**config.mk**
```make
export PLATFORM = sky130hd
export DESIGN_NAME = ioctl_upload_server_flat
export DESIGN_NICKNAME = d
export VERILOG_FILES = /design/src/rtl/ioctl_upload_server_if.sv /design/src/rtl/ioctl_upload_server.sv /design/src/flat_wrapper.sv
export SDC_FILE = /design/constraint.sdc
export NUM_CORES = 1
export LEC_CHECK = 0
export BUFFER_PORTS_ARGS = -buffer_cell sky130_fd_sc_hd__buf_2
export CAP_MARGIN = 30
export CORE_MARGIN = 2
export CORE_UTILIZATION = 40
export DETAILED_ROUTE_END_ITERATION = 10
export HOLD_SLACK_MARGIN = 0.15
export PLACE_DENSITY_LB_ADDON = 0.15
export SYNTH_ARGS = -nofsm -noshare
export SYNTH_HDL_FRONTEND = slang
export SYNTH_SLANG_ARGS = --single-unit
```
**constraint.sdc**
```tcl
create_clock -name clk_sys -period 2.3 [get_ports clk_sys]
set_clock_uncertainty 0.05 [all_clocks]
set_input_delay 0.115 -clock clk_sys [delete_from_list [all_inputs] [get_ports clk_sys]]
set_output_delay 0.115 -clock clk_sys [all_outputs]
set_load 0.005 [all_outputs]
```
**src/rtl/ioctl_upload_server_if.sv**
```systemverilog
// rtl/ioctl_upload_server_if.sv - ioctl upload handshake between hps_io and the upload server
interface ioctl_upload_server_if;
  logic        ioctl_upload;
  logic        ioctl_rd;
  logic [24:0] ioctl_addr;
  logic [7:0]  ioctl_din;
  logic        ioctl_wait;

  modport master (
    output ioctl_upload, ioctl_rd, ioctl_addr,
    input  ioctl_din, ioctl_wait
  );

  modport slave (
    input  ioctl_upload, ioctl_rd, ioctl_addr,
    output ioctl_din, ioctl_wait
  );
endinterface

```
**src/rtl/ioctl_upload_server.sv**
```systemverilog
// rtl/ioctl_upload_server.sv - Serves HPS upload reads of core memory through the ioctl channel
module ioctl_upload_server #(
  parameter int         AW          = 10,
  parameter int         SIZE        = 1024,
  parameter int         RAM_LAT     = 1,
  parameter logic [7:0] FILL        = 8'hFF,
  parameter int         ACK_TIMEOUT = 4095
) (
  input  logic                 clk_sys,
  input  logic                 Reset_I,
  ioctl_upload_server_if.slave ioctl,
  output logic                 pause_req,
  input  logic                 pause_ack,
  output logic [AW-1:0]        ram_addr,
  output logic                 ram_rd,
  input  logic [7:0]           ram_q,
  output logic                 upload_done,
  output logic                 timeout_flag,
  output logic [15:0]          byte_count
);

  localparam int              TW         = (ACK_TIMEOUT < 2) ? 1 : $clog2(ACK_TIMEOUT);
  localparam logic [TW-1:0]   TIMER_LAST = TW'(ACK_TIMEOUT - 1);
  localparam logic [24:0]     SIZE_A     = 25'(SIZE);
  localparam logic [1:0]      LAT_INIT   = 2'(RAM_LAT);

  if (SIZE > (1 << AW)) begin : g_bad_size
    $error("ioctl_upload_server: SIZE exceeds the RAM address space");
  end
  if (RAM_LAT < 1 || RAM_LAT > 3) begin : g_bad_lat
    $error("ioctl_upload_server: RAM_LAT must be 1..3");
  end
  if (ACK_TIMEOUT < 1) begin : g_bad_timeout
    $error("ioctl_upload_server: ACK_TIMEOUT must be at least 1");
  end

  typedef enum logic [2:0] {S_IDLE, S_HALT, S_SERVE, S_FETCH, S_RELEASE} state_t;

  state_t          state, state_n;
  logic            upload_r, upload_d;
  logic [TW-1:0]   timer, timer_n;
  logic [1:0]      lat_cnt, lat_n;
  logic [7:0]      din_r, din_n;
  logic            wait_r, wait_n;
  logic            preq_n, rd_n, done_n, tflag_n, release_n;
  logic [AW-1:0]   addr_n;
  logic [15:0]     count_n, count_inc;

  assign ioctl.ioctl_din  = din_r;
  assign ioctl.ioctl_wait = wait_r;
  assign count_inc = (byte_count == 16'hFFFF) ? byte_count : byte_count + 16'd1;

  always_ff @(posedge clk_sys or negedge Reset_I) begin
    if (!Reset_I) state <= S_IDLE;
    else          state <= state_n;
  end

  always_comb begin
    state_n   = state;
    timer_n   = timer;
    lat_n     = lat_cnt;
    din_n     = din_r;
    wait_n    = wait_r;
    preq_n    = pause_req;
    addr_n    = ram_addr;
    rd_n      = 1'b0;
    done_n    = 1'b0;
    tflag_n   = timeout_flag;
    count_n   = byte_count;
    release_n = 1'b0;
    case (state)
      S_IDLE: begin
        if (upload_r && !upload_d) begin
          state_n = S_HALT;
          preq_n  = 1'b1;
          wait_n  = 1'b1;
          count_n = 16'd0;
          tflag_n = 1'b0;
          timer_n = '0;
        end
      end
      S_HALT: begin
        if (!upload_r) begin
          release_n = 1'b1;
        end else if (pause_ack) begin
          state_n = S_SERVE;
          wait_n  = 1'b0;
        end else if (timer == TIMER_LAST) begin
          // Serve anyway so a core that never acknowledges cannot stall the HPS.
          state_n = S_SERVE;
          wait_n  = 1'b0;
          tflag_n = 1'b1;
        end else begin
          timer_n = timer + 1'b1;
        end
      end
      S_SERVE: begin
        if (!upload_r) begin
          release_n = 1'b1;
        end else if (ioctl.ioctl_rd) begin
          if (ioctl.ioctl_addr < SIZE_A) begin
            addr_n  = ioctl.ioctl_addr[AW-1:0];
            rd_n    = 1'b1;
            wait_n  = 1'b1;
            lat_n   = LAT_INIT;
            state_n = S_FETCH;
          end else begin
            din_n   = FILL;
            count_n = count_inc;
          end
        end
      end
      S_FETCH: begin
        // Strobes arriving here are protocol violations and are dropped.
        if (!upload_r) begin
          release_n = 1'b1;
        end else if (lat_cnt == 2'd0) begin
          din_n   = ram_q;
          count_n = count_inc;
          wait_n  = 1'b0;
          state_n = S_SERVE;
        end else begin
          lat_n = lat_cnt - 2'd1;
        end
      end
      S_RELEASE: state_n = S_IDLE;
      default:   state_n = S_IDLE;
    endcase
    if (release_n) begin
      state_n = S_RELEASE;
      preq_n  = 1'b0;
      wait_n  = 1'b0;
      done_n  = 1'b1;
    end
  end

  always_ff @(posedge clk_sys or negedge Reset_I) begin
    if (!Reset_I) begin
      upload_r     <= 1'b0;
      upload_d     <= 1'b0;
      timer        <= '0;
      lat_cnt      <= 2'd0;
      din_r        <= 8'h00;
      wait_r       <= 1'b0;
      pause_req    <= 1'b0;
      ram_addr     <= '0;
      ram_rd       <= 1'b0;
      upload_done  <= 1'b0;
      timeout_flag <= 1'b0;
      byte_count   <= 16'd0;
    end else begin
      upload_r     <= ioctl.ioctl_upload;
      upload_d     <= upload_r;
      timer        <= timer_n;
      lat_cnt      <= lat_n;
      din_r        <= din_n;
      wait_r       <= wait_n;
      pause_req    <= preq_n;
      ram_addr     <= addr_n;
      ram_rd       <= rd_n;
      upload_done  <= done_n;
      timeout_flag <= tflag_n;
      byte_count   <= count_n;
    end
  end

endmodule
```
**src/flat_wrapper.sv**
```systemverilog
// flat-port wrapper written by rule: the top's interface ports become plain ports
module ioctl_upload_server_flat 
#(
  parameter int         AW          = 10,
  parameter int         SIZE        = 1024,
  parameter int         RAM_LAT     = 1,
  parameter logic [7:0] FILL        = 8'hFF,
  parameter int         ACK_TIMEOUT = 4095
)
  (clk_sys, Reset_I, pause_req, pause_ack, ram_addr, ram_rd, ram_q, upload_done, timeout_flag, byte_count, ioctl_ioctl_upload, ioctl_ioctl_rd, ioctl_ioctl_addr, ioctl_ioctl_din, ioctl_ioctl_wait);
  ioctl_upload_server_if ioctl_i ();
  input  logic clk_sys;
  input  logic Reset_I;
  output logic pause_req;
  input  logic pause_ack;
  output logic [AW-1:0] ram_addr;
  output logic ram_rd;
  input  logic [7:0] ram_q;
  output logic upload_done;
  output logic timeout_flag;
  output logic [15:0] byte_count;
  input wire logic [$bits(ioctl_i.ioctl_upload)-1:0] ioctl_ioctl_upload;
  input wire logic [$bits(ioctl_i.ioctl_rd)-1:0] ioctl_ioctl_rd;
  input wire logic [$bits(ioctl_i.ioctl_addr)-1:0] ioctl_ioctl_addr;
  output wire logic [$bits(ioctl_i.ioctl_din)-1:0] ioctl_ioctl_din;
  output wire logic [$bits(ioctl_i.ioctl_wait)-1:0] ioctl_ioctl_wait;
  assign ioctl_i.ioctl_upload = ioctl_ioctl_upload;
  assign ioctl_i.ioctl_rd = ioctl_ioctl_rd;
  assign ioctl_i.ioctl_addr = ioctl_ioctl_addr;
  assign ioctl_ioctl_din = ioctl_i.ioctl_din;
  assign ioctl_ioctl_wait = ioctl_i.ioctl_wait;
  ioctl_upload_server #(.AW(AW), .SIZE(SIZE), .RAM_LAT(RAM_LAT), .FILL(FILL), .ACK_TIMEOUT(ACK_TIMEOUT)) u_core (.clk_sys(clk_sys), .Reset_I(Reset_I), .ioctl(ioctl_i), .pause_req(pause_req), .pause_ack(pause_ack), .ram_addr(ram_addr), .ram_rd(ram_rd), .ram_q(ram_q), .upload_done(upload_done), .timeout_flag(timeout_flag), .byte_count(byte_count));
endmodule
```
## After elaboration in Yosys (flattened, before gate mapping)

Index checks and enable logic that the tools add are counted.
Widths: inputs -> output; s select.

- Flip-flop bits (word level): 58
- Input port bits: 38
- Output and inout bits: 39

- Add/sub/neg operators: 3
- Magnitude comparators: 1
- Equal/unequal tests: 25
- Mux-type cells: 61
- Reductions and logical operators: 20

Operators by type and width:

| operator | number |
|---|---|
| $mux 16 | 7 |
| $mux 12 | 4 |
| $pmux 16 s3 | 1 |
| $mux 8 | 5 |
| $mux 3 | 10 |
| $lt 25x11->1 const B | 1 |
| $pmux 12 s2 | 1 |
| $mux 1 | 23 |
| $ne 3x1->1 const B | 6 |
| $add 16x1->16 const B | 1 |
| $eq 16x16->1 const B | 1 |
| $pmux 8 s2 | 1 |
| $ne 2x1->1 const B | 7 |
| $add 12x1->12 const B | 1 |
| $eq 12x12->1 const B | 1 |
| $pmux 3 s4 | 1 |
| $reduce_and 6->1 | 2 |
| $mux 2 | 5 |
| $ne 2x2->1 const B | 5 |
| $reduce_and 5->1 | 2 |
| $reduce_and 9->1 | 1 |
| $reduce_and 8->1 | 1 |
| $reduce_bool 2->1 | 4 |
| $reduce_and 7->1 | 1 |
| other kinds (17) | 18 |

## Logic depth before layout (Yosys ltp)

Gate-level depths: netlist of run 1.

- Word-level depth: 6
- Depth in mapped cells: 8
- Gate-level depth less buffers: 8

## Worst setup path before layout of run 1

OpenSTA, ideal clock, no wires.

- Kind: reg2reg
- Start: reg u_core.byte_count[0]
- End: reg u_core.byte_count[5]
- Arrival time: 2.069 ns
- Required time: 2.183 ns
- Slack: 0.114 ns
- Stages on the path, launching flop included: 9
- Cell sequence: dfrtp_1 -> ha_1 -> o211ai_1 -> nor4_1 -> a2111oi_0 -> o21ai_1 -> buf_6 -> or4_2 -> nand2_1

- Longest elaborated chain between the ends: 6
- Elaborated cells on any way between the ends: 9
- Classes of those cells: add/sub (1); eq/ne (1); mux (7)

Ends and longest elaborated chain:

| item | RTL line | text |
|---|---|---|
| from (decl) | ioctl_upload_server.sv:19 | `output logic [15:0] byte_count` |
| from (signal assigned) | ioctl_upload_server.sv:163 | `byte_count <= count_n;` |
| $add 16x1->16 or $eq 16x16->1 (tied branches) | ioctl_upload_server.sv:51 | `assign count_inc = (byte_count == 16'hFFFF) ? byte_count : byte_count + 16'd1;` |
| $mux 16 (*) | ioctl_upload_server.sv:51 |  |
| $mux 16 | ioctl_upload_server.sv:101 | `if (ioctl.ioctl_addr < SIZE_A) begin` |
| $mux 16 | ioctl_upload_server.sv:100 | `end else if (ioctl.ioctl_rd) begin` |
| $mux 16 | ioctl_upload_server.sv:98 | `if (!upload_r) begin` |
| $pmux 16 s3 (*) | ioctl_upload_server.sv:71 | `case (state)` |

Mark *: on every way between the ends. The rest lies on a longest branch, timed or not. The select of a mux whose other input is x is not followed.
A chain may end at the register's enable or synchronous reset.

## Worst setup path in the final report of run 1

- Start: reg u_core.state[1]
- End: reg u_core.byte_count[14]

- Longest elaborated chain between the ends: 3
- Elaborated cells on any way between the ends: 12
- Classes of those cells: eq/ne (8); mux (1); reduce/logical (3)

Ends and longest elaborated chain:

| item | RTL line | text |
|---|---|---|
| from (decl) | ioctl_upload_server.sv:39 | `state_t state, state_n;` |
| from (signal assigned) | ioctl_upload_server.sv:55 | `else state <= state_n;` |
| $eq 3x2->1 or $logic_not 3->1 (tied branches) | ioctl_upload_server.sv:71 |  |
| $ne 2x1->1 (no line) (tied with other cells) | n/a |  |
| $reduce_and 7->1 (no line) | n/a |  |

Parallel ways exist; a longest one is shown, timed or not.

==> flow_summary.ini, run 1 <==
[run_status]
result_of_the_run = finished clean

[timing]
timing.max_slew.rel_slack_pct = 57.4
timing.final.crit_share_pct = 96.8
hold-worst-slack_ns = 0.232
finalHoldViolCount = 0
shortest_clock_period_the_worst_path_allows_after_layout_ns = 2.23
timing.final.setup_violations = 0
max_clock_freq_mhz = 449
tightest_slew_ns = 0.638
rsz0062_at_grt = true
final_max_slew_viol_count = 0

[yosys]
synth-seq-cells = 58
portion_of_netlist_area_occupied_by_mux_cells_pct = 4.29
synthSimpleGateAreaFrac_pct = 21.5
async_flop_share_pct = 100
synth_top_cells_by_count = dfrtp_1 (58), nand2_1 (26), nor2_1 (22)
yosys.area_share.xor_xnor_pct = 2.76
yosys.area.top_type_share_pct = 50.8
synth-edff-count = 0
synth.most_common_cell = dfrtp_1
synth_top_cell_by_area = dfrtp_1
synth_flop_cell = dfrtp_1
synth-compound-area-share_pct = 16.0
total_standard_cell_area_after_synthesis_sq_um = 2860
post_synth_inst_count = 271
synth.yosys.warnings = 0
post_synth_fa_ha_maj_area_fraction_pct = 1.75
synth.net_count = 313
synth_unique_cells = 50
syn_avg_cell_area_sq_um = 10.5
synth_area_leaders = dfrtp_1 (51%), mux2_2 (3.9%), nand2_1 (3.4%)
synth_seq_area_share_pct = 50.8
synth_top_family_by_area = simple AND/OR/NAND/NOR gates

[drt]
detailedRoute.firstPassIterationCount = 4
drc_violation_count_after_routing = 0
vias_per_cell = 5.18
topRoutingLayerUsed = met4
number_of_nets_still_failing_antenna_checks_after_routing = 0
routed-wl-met3_microns = 315
drt_iter0_drc = 100
routed_wire_length_per_instance_microns = 13.8
detail_route.wirelength.met1_microns = 3220
drt_total_wl_microns = 7050
wl_met2_microns = 3420
detailroute.via_count = 2652

[global_routing]
maximum_number_of_pins_on_one_net_before_global_route_repair = 36
globalRoute.totalOverflow = 0
grt_util_all_layers_pct = 19.0
grt_antenna_before_repair = 0
first_global_vias = 2519
grt_pass1_wl_microns = 11400

[job]
drv.max_cap_violation_count = 0

[clock_tree]
cts_root_buffer = clkbuf_8
cts_sink_count = 58
cts_tree = built
clk-insertion-delay-late_ns = 0.34
clock_tree.buffer_depth = 2
cts_htree_levels = 3
worst_setup_hold_path_clk_slew_ns = 0.07
cts_made_buffers = 9

[pwr]
static_leakage_power_nw = 1.93
power_density_nw_per_um2 = 849
peakVddDrop_mv = 0.539

[place]
port-buffer-count = 76
hpwlAfterDp_microns = 4930
place_congestion = 0.824
placement.cell_area_sq_um = 3600

[finish]
layout-drive-gt1-share_pct = 43.5
final_core_util_pct = 60.3
area_growth_syn_to_layout_pct = 45.0
num-nets-final = 453
multiInputGateArea_sq_um = 1370
seq_area_sq_um = 1450
fillCellCount = 607
total_non_filler_cell_area_in_the_finished_layout_sq_um = 4140
antenna-diode-count = 0

[floorplan]
std_cell_rows = 30
floorplan.die_area_sq_um = 7840
width_of_the_chip_microns = 88.5
core_area_sq_um = 6870
io-pin-count = 77
die-height_microns = 88.5
initial_core_util_pct = 41.6

[critical_path]
crit_arrival_ns = 2.44
crit_path_start_kind = register
cp_data_required_time_ns = 2.52
cp-end-kind = register
path_max_fanout = 4
timing_worst_setup_path_type = reg2reg

[hold_path]
holdCritPathClass = in2reg
-- stage by stage --
step	setup slack, ns	setup TNS, ns	total power, W	instances
floorplan	0.114	0	0.00187	271
global placement	0.0231	0	0.00228	469
detailed placement	-0.00136	-0.00136	0.00230	469
CTS	0.0242	0	0.00349	505
global route	-0.0823	-0.138	0.00373	512
finish	0.0743	0	0.00352	512
-- area by class of cell --
class	count	area share, %
flip-flops and latches	58	35.1
inverters	9	0.815
clock buffers	9	2.99
multi-input cells	196	33.0
well taps	96	2.90
repair buffers	137	22.4
clock inverters	7	2.81
-- metal layers --
layer	vias to the layer above	track usage [%]
li1	1280	-
met1	1297	24.7
met2	67	30.5
met3	8	4.10
met4	0	8.68
met5	-	0
-- cell usage in the layout (no fill, tap or decap), types with 7 or more instances in the layout --
master,netlist,routed
o21ai_0,10,10
clkbuf_8,0,9
mux2_2,10,10
dlygate4sd3_1,0,20
dfrtp_1,58,57
nor2_1,22,22
inv_1,9,9
buf_2,1,76
a21oi_1,7,7
buf_4,1,35
a21oi_2,8,8
or3_1,7,7
nand3_1,10,10
o22a_1,8,8
nand2_1,26,26
or4_1,7,7
-- repair_timing --
action,in CTS,in global routing
pin swaps,1,5
endpoints found under the hold margin,42,0
gates resized for setup,1,14
setup buffers,0,7
hold buffers,20,0
gates cloned,0,0
endpoints found under the setup margin,2,7
-- final timing paths --
| check | start | end | slack [ns] | depth (start not counted) |
|---|---|---|---|---|
| worst max-delay path | u_core.state[1]$_DFFE_PN0P_ | u_core.byte_count[14]$_DFFE_PN0P_ | 0.07 | 7 |
| worst min-delay path | ioctl_ioctl_rd | u_core.ram_rd$_DFF_PN0_ | 0.23 | 3 |
| worst max register to register | u_core.state[1]$_DFFE_PN0P_ | u_core.byte_count[14]$_DFFE_PN0P_ | 0.07 | 7 |
| worst min register to register | u_core.pause_req$_DFFE_PN0P_ | u_core.pause_req$_DFFE_PN0P_ | 0.44 | 2 |
| max in group asynchronous | Reset_I | u_core.timer[7]$_DFFE_PN0P_ | 1.33 | 3 |
| min in group asynchronous | Reset_I | u_core.byte_count[9]$_DFFE_PN0P_ | 0.28 | 2 |
-- flip-flops by register name (all words and copies together), names as in the netlist --
signal	flops
u_core.byte_count	16
u_core.timer	12
u_core.ram_addr	10
u_core.ioctl.ioctl_din	8
u_core.state	3
u_core.lat_cnt	2
u_core.ioctl.ioctl_wait	1
u_core.pause_req	1
u_core.ram_rd	1
u_core.timeout_flag	1
u_core.upload_d	1
u_core.upload_done	1
u_core.upload_r	1
-- critical path, cell delays in order, from the launching register on --
cell and delay [ns]:
dfrtp_2 0.46, nor3b_4 0.23, o221ai_2 0.13, o21ba_4 0.26, o211ai_4 0.10, buf_4 0.16, or4b_2 0.62, a21oi_2 0.15
-- power by group --
group	total (W)	switching, W	leakage (nW)	internal, W
Sequential	0.00128	0.000105	0.771	0.00118
Clock	0.00115	0.000431	0.120	0.000719
Combinational	0.00108	0.000556	1.04	0.000528
Total	0.00352	0.00109	1.93	0.00242
-- logic make-up (layout without fill, tap and decap cells) --
| family | after synthesis | count (layout) |
|---|---|---|
| xor gates and xnor gates | 9 | 9 |
| AOI/OAI and AO/OA | 59 | 59 |
| muxes | 11 | 11 |
| DFF | 58 | 58 |
| adders and majority gates | 4 | 4 |
| and+or+nand+nor | 113 | 113 |
| buffers and inverters | 17 | 162 |
Note: power is estimated with default switching activity, not from simulation.
==> inputs of run 2 (changes only) <==
--- a/config.mk
+++ b/config.mk
@@ -5,6 +5,7 @@
 export SDC_FILE = /design/constraint.sdc
 export NUM_CORES = 1
 export LEC_CHECK = 0
+export ABC_AREA = 1
 export BUFFER_PORTS_ARGS = -buffer_cell sky130_fd_sc_hd__buf_2
 export CAP_MARGIN = 30
 export CORE_MARGIN = 2
==> constraint.sdc (replaced) <==
create_clock -name clk_sys -period 2.9 [get_ports clk_sys]
set_clock_uncertainty 0.05 [all_clocks]
set_input_delay 0.145 -clock clk_sys [delete_from_list [all_inputs] [get_ports clk_sys]]
set_output_delay 0.145 -clock clk_sys [all_outputs]
set_load 0.005 [all_outputs]
==> flow_summary.ini, run 2 <==
[global_routing]
first_global_vias = 2889
grt_antenna_before_repair = 0
globalRoute.totalOverflow = 0
grt_pass1_wl_microns = 12800
grt_util_all_layers_pct = 18.9
maximum_number_of_pins_on_one_net_before_global_route_repair = 36

[pwr]
power_density_nw_per_um2 = 677
peakVddDrop_mv = 0.456
static_leakage_power_nw = 2.07
pwr-share-comb_pct = 28.2
internal_power_summed_over_all_cells_w = 0.00175
sw_share_pct = 35.1
power_frac_seq_pct = 37.9
net-switching-power_w = 0.000947
share_clk_of_total_power_pct = 33.9

[finish]
finish.cell_count_without_fillers = 620
registers.top_by_ff_count = u_core.byte_count
layout_top_registers = u_core.byte_count x16, u_core.timer x12, u_core.ram_addr x10
area_growth_syn_to_layout_pct = 29.4
fillCellCount = 718
num-nets-final = 558
total_non_filler_cell_area_in_the_finished_layout_sq_um = 3990
largest_register_ffs = 16
multiInputGateArea_sq_um = 1460
most_frequent_standard_cell_in_the_layout_excluding_fill_and_tap_cells = nand2_1
layout-drive-gt1-share_pct = 20.7
antenna-diode-count = 0
commonest_cells_after_routing_fill_and_taps_aside = nand2_1 (148), buf_2 (76), nor2_1 (63)
seq_area_sq_um = 1450

[yosys]
synth_flop_cell = dfrtp_1
synth-edff-count = 0
post_synth_inst_count = 416
synth_area_leaders = dfrtp_1 (47%), nand2_1 (18%), nor2_1 (7.7%)
synth.net_count = 458
synth_seq_area_share_pct = 47.1
synth.yosys.warnings = 0
total_standard_cell_area_after_synthesis_sq_um = 3080
synth_top_cell_by_area = dfrtp_1
synth_unique_cells = 31
synth_top_cells_by_count = nand2_1 (148), nor2_1 (63), dfrtp_1 (58)
synth.most_common_cell = nand2_1
yosys.area.top_type_share_pct = 47.1
syn_avg_cell_area_sq_um = 7.40
synth-seq-cells = 58
async_flop_share_pct = 100

[critical_path]
path_max_fanout = 20
timing_worst_setup_path_type = reg2reg
crit_path_start_kind = register
crit_arrival_ns = 2.28
cp_data_required_time_ns = 3.03
cp-end-kind = register

[timing]
shortest_clock_period_the_worst_path_allows_after_layout_ns = 2.15
fin_tns_setup_ns = 0
max_clock_freq_mhz = 466
timing.final.crit_share_pct = 74.1
timing.final.setup_violations = 0
final_max_slew_viol_count = 0
finalHoldViolCount = 0
timing.max_slew.rel_slack_pct = 48.8
rsz0062_at_grt = false
hold-worst-slack_ns = 0.168
finalWorstSetupSlack_ns = 0.752
tightest_slew_ns = 0.769

[place]
hpwlAfterDp_microns = 5100
place_congestion = 0.849
port-buffer-count = 76
dp_slack_ns = 0.810
numPlacedInstances = 584
placement.cell_area_sq_um = 3550

[drt]
drt_total_wl_microns = 7300
drt_iter0_drc = 151
routed_wire_length_per_instance_microns = 11.8
detailedRoute.firstPassIterationCount = 5
detail_route.wirelength.met1_microns = 3560
drc_violation_count_after_routing = 0
topRoutingLayerUsed = met4
wl_met2_microns = 3400
number_of_nets_still_failing_antenna_checks_after_routing = 0
vias_per_cell = 4.69
detailroute.via_count = 2910
routed-wl-met3_microns = 282

[floorplan]
io-pin-count = 77
core_area_sq_um = 7370
floorplan.die_area_sq_um = 8420
std_cell_rows = 31
die-height_microns = 91.8
width_of_the_chip_microns = 91.8
initial_core_util_pct = 41.8

[clock_tree]
cts_htree_levels = 3
worst_setup_hold_path_clk_slew_ns = 0.08
clock_tree.buffer_depth = 2
cts_sink_count = 58
clk-insertion-delay-late_ns = 0.33
cts_tree = built
cts_made_buffers = 9
cts_root_buffer = clkbuf_8

[hold_path]
holdCritPathClass = in2reg

[run_status]
result_of_the_run = finished clean

[job]
drv.max_cap_violation_count = 0
## run 2: changes by cell type after synthesis, moves of 8 or more
cell     delta
mux2_2     -10
inv_1      +20
xor2_1      +9
o21ai_0    +13
nand3_1    +18
o22a_1      -8
a21oi_2     -8
nor2_1     +41
nand2_1   +122
## run 2: final timing paths
check / from / endpoint / slack (ns) / cells after the start
hold reg to reg: u_core.upload_r$_DFF_PN0_ / u_core.upload_d$_DFF_PN0_ / 0.42 / 0
setup / recovery: u_core.byte_count[0]$_DFFE_PN0P_ / u_core.byte_count[2]$_DFFE_PN0P_ / 0.75 / 9
min in group asynchronous: Reset_I / u_core.timer[2]$_DFFE_PN0P_ / 0.38 / 2
setup reg to reg: u_core.byte_count[0]$_DFFE_PN0P_ / u_core.byte_count[2]$_DFFE_PN0P_ / 0.75 / 9
hold / removal: pause_ack / u_core.timeout_flag$_DFFE_PN0P_ / 0.17 / 6
max in group asynchronous: Reset_I / u_core.ioctl.ioctl_wait$_DFFE_PN0P_ / 1.62 / 3
## run 2: cell type report
class / instances / area share (%)
clock buffers: 9 / 3.11
inverters: 34 / 3.20
multi-input cells: 316 / 36.5
repair buffers: 97 / 14.8
well taps: 99 / 3.11
flip-flops and latches: 58 / 36.4
clock inverters: 7 / 2.92
## run 2: cells by family after synthesis
group,share of synthesized area (%)
xor gates and xnor gates,3.70
AOI/OAI and AO/OA,5.97
buffers and inverters,5.65
and+or+nand+nor,35.9
DFF,47.1
adders and majority gates,1.62
## run 2: per-layer routing
metal | global-route usage [%] | vias up
met4 | 5.97 | 0
li1 | - | 1520
met3 | 5.42 | 4
met2 | 30.6 | 64
met1 | 24.5 | 1322
met5 | 0 | -
## run 2: metrics by stage
step	util (%)	power [W]
4_1_cts	54.1	0.00273
2_1_floorplan	-	0.00154
3_5_place_dp	48.1	0.00178
3_3_place_gp	48.1	0.00176
5_1_grt	54.1	0.00289
6_report	54.1	0.00270
## run 2: repair_timing
item | in CTS | in global routing
hold buffers | 20 | 0
resized for setup | 0 | 0
hold endpoints to repair | 53 | 0
buffers inserted | 0 | 0
## run 2: power groups by stage
| stage | clock network, W | registers (W) | logic (W) |
|---|---|---|---|
| final | 0.000916 | 0.00102 | 0.000760 |
| after detailed placement | 0 | 0.00103 | 0.000747 |
| after global routing | 0.000976 | 0.00104 | 0.000873 |
| after global placement | 0 | 0.00103 | 0.000731 |
| after floorplan | 0 | 0.00103 | 0.000502 |
| after CTS | 0.000936 | 0.00102 | 0.000769 |
## run 2: worst max-delay path, stage by stage (launching register included)
cell	delay, ns
dfrtp_1	0.44
ha_1	0.28
nand3_1	0.16
inv_1	0.07
nand2_1	0.09
nor2_1	0.06
o21ai_2	0.17
nand2_1	0.43
nand2_1	0.16
o21ai_1	0.08
==> inputs of run 3 (changes only) <==
==> constraint.sdc (replaced) <==
create_clock -name clk_sys -period 1.76 [get_ports clk_sys]
set_clock_uncertainty 0.05 [all_clocks]
set_input_delay 0.088 -clock clk_sys [delete_from_list [all_inputs] [get_ports clk_sys]]
set_output_delay 0.088 -clock clk_sys [all_outputs]
set_load 0.005 [all_outputs]
==> flow_summary.ini, run 3 (same netlist as run 2, synthesis figures left out) <==
[run_status]
result_of_the_run = finished clean

[timing]
hold-worst-slack_ns = 0.213
timing.final.crit_share_pct = 96.3
timing.max_slew.rel_slack_pct = 71.9
timing.final.setup_violations = 0
finalWorstSetupSlack_ns = 0.0658
final_max_slew_viol_count = 0
rsz0062_at_grt = true
finalHoldViolCount = 0
tightest_slew_ns = 0.418
shortest_clock_period_the_worst_path_allows_after_layout_ns = 1.69
max_clock_freq_mhz = 590

[critical_path]
slowest_delay_ns = 0.40
critical_path.slowest_cell = dfrtp_1
path_max_fanout = 5
crit-reg2reg-capture = u_core.byte_count[15]$_DFFE_PN0P_
critical_path.cell_chain = ha_2 > nand3_4 > inv_2 > nand2_2 > nor2_1 > o21ai_4 > inv_2 > nor2_4 > clkbuf_16 > nand2_1 > nand2_1
critical_path.reg2reg.startpoint = u_core.byte_count[1]$_DFFE_PN0P_
crit_arrival_ns = 1.92
cp_data_required_time_ns = 1.99
rrSetupSlack_ns = 0.07
startpoint = u_core.byte_count[1]$_DFFE_PN0P_
crit_path_start_kind = register
critical_path.endpoint = u_core.byte_count[15]$_DFFE_PN0P_
worst-r2r-cell-count = 11
cp-end-kind = register
timing_worst_setup_path_type = reg2reg

[global_routing]
grt_pass1_wl_microns = 13700
grt_util_all_layers_pct = 20.3
grt_antenna_before_repair = 0
maximum_number_of_pins_on_one_net_before_global_route_repair = 59
first_global_vias = 2983
globalRoute.totalOverflow = 0

[drt]
detailedRoute.firstPassIterationCount = 4
routed-wl-met3_microns = 337
vias_per_cell = 4.75
number_of_nets_still_failing_antenna_checks_after_routing = 0
detailroute.via_count = 3066
wl_met2_microns = 3860
topRoutingLayerUsed = met4
drc_violation_count_after_routing = 0
detail_route.wirelength.met1_microns = 3620
drt_total_wl_microns = 7990
drt_iter0_drc = 132
routed_wire_length_per_instance_microns = 12.4

[job]
drv.max_cap_violation_count = 0

[finish]
largest_register_ffs = 16
layout-drive-gt1-share_pct = 27.2
num-nets-final = 584
seq_area_sq_um = 1450
area_growth_syn_to_layout_pct = 40.7
commonest_cells_after_routing_fill_and_taps_aside = nand2_1 (142), buf_2 (76), nor2_1 (60)
most_frequent_standard_cell_in_the_layout_excluding_fill_and_tap_cells = nand2_1
fillCellCount = 683
multiInputGateArea_sq_um = 1510
registers.top_by_ff_count = u_core.byte_count
total_non_filler_cell_area_in_the_finished_layout_sq_um = 4330
layout_top_registers = u_core.byte_count x16, u_core.timer x12, u_core.ram_addr x10
finish.cell_count_without_fillers = 646
antenna-diode-count = 0

[floorplan]
io-pin-count = 77
die-height_microns = 91.8
initial_core_util_pct = 41.8
width_of_the_chip_microns = 91.8
std_cell_rows = 31
core_area_sq_um = 7370
floorplan.die_area_sq_um = 8420

[pwr]
pwr-share-comb_pct = 35.8
share_clk_of_total_power_pct = 31.9
sw_share_pct = 32.9
peakVddDrop_mv = 0.672
static_leakage_power_nw = 2.24
net-switching-power_w = 0.00171
power_frac_seq_pct = 32.2
internal_power_summed_over_all_cells_w = 0.00349
power_density_nw_per_um2 = 1200

[hold_path]
holdCritPathClass = in2async

[clock_tree]
clock_tree.buffer_depth = 2
worst_setup_hold_path_clk_slew_ns = 0.07
cts_made_buffers = 9
cts_htree_levels = 3
cts_sink_count = 58
cts_tree = built
cts_root_buffer = clkbuf_8
clk-insertion-delay-late_ns = 0.34

[place]
placement.cell_area_sq_um = 3770
dp_slack_ns = -0.0174
place_congestion = 0.909
port-buffer-count = 76
numPlacedInstances = 607
hpwlAfterDp_microns = 5330
run 3: cell types whose count changed in the layout (fill, tap and decap cells not counted), moves of 3 or more:
cell / previous run / this run
buf_4: 1 / 21
nand2_1: 148 / 142
nand2_2: 1 / 7
buf_12: 0 / 4
inv_1: 29 / 25
inv_2: 4 / 7
nor2_1: 63 / 60
run 3: power by group through the flow:
stage	registers [W]	clock network, W	logic [W]
global route	0.00170	0.00175	0.00207
CTS	0.00166	0.00170	0.00165
finish	0.00167	0.00166	0.00186
global placement	0.00168	0	0.00158
detailed placement	0.00168	0	0.00161
floorplan	0.00170	0	0.000828
run 3: layout make-up:
| type | instances | share of cell area, % |
|---|---|---|
| clock buffers | 11 | 3.26 |
| clock inverters | 5 | 2.89 |
| inverters | 34 | 3.00 |
| multi-input cells | 316 | 34.8 |
| flip-flops and latches | 58 | 33.5 |
| well taps | 99 | 2.86 |
| repair buffers | 123 | 19.7 |
run 3: worst min-delay path by stage:
stage / from / endpoint / slack [ns] / cells past startpoint
after floorplan: Reset_I / u_core.byte_count[0]$_DFFE_PN0P_ / -0.26 / 0
after global placement: Reset_I / u_core.timer[5]$_DFFE_PN0P_ / 0.07 / 2
after detailed placement: Reset_I / u_core.timer[5]$_DFFE_PN0P_ / 0.07 / 2
after CTS: ioctl_ioctl_rd / u_core.ram_addr[7]$_DFFE_PN0P_ / 0.22 / 5
after global routing: Reset_I / u_core.timer[5]$_DFFE_PN0P_ / 0.28 / 3
final: Reset_I / u_core.timer[5]$_DFFE_PN0P_ / 0.21 / 3
run 3: timing repair:
item / in CTS / in global routing
setup endpoints to repair: 10 / 39
buffers inserted: 0 / 1
pin swaps: 0 / 4
gates cloned: 0 / 1
endpoints found under the hold margin: 80 / 0
hold buffers: 21 / 0
gates resized for setup: 1 / 21
run 3: stage by stage:
step                      utilization, %  power, W  setup TNS, ns
after floorplan                        -   0.00253              0
after global placement              51.1   0.00326         -0.112
after detailed placement            51.1   0.00329         -0.137
after CTS                           57.6   0.00501              0
after global routing                58.8   0.00552        -0.0436
final                               58.8   0.00519              0
run 3: worst max-delay path, delay by kind of cell (launching register included):
family          cells  cell delay [ns]
simple gates        6             0.51
flops               1             0.40
buf+inv             3             0.28
fa+ha+maj           1             0.20
compound gates      1             0.18
run 3: metal layers:
layer  up-vias  track usage, %
met5         -               0
met4         0            8.71
met3        15            3.70
met2        78            34.1
met1      1400            25.7
li1       1573               -
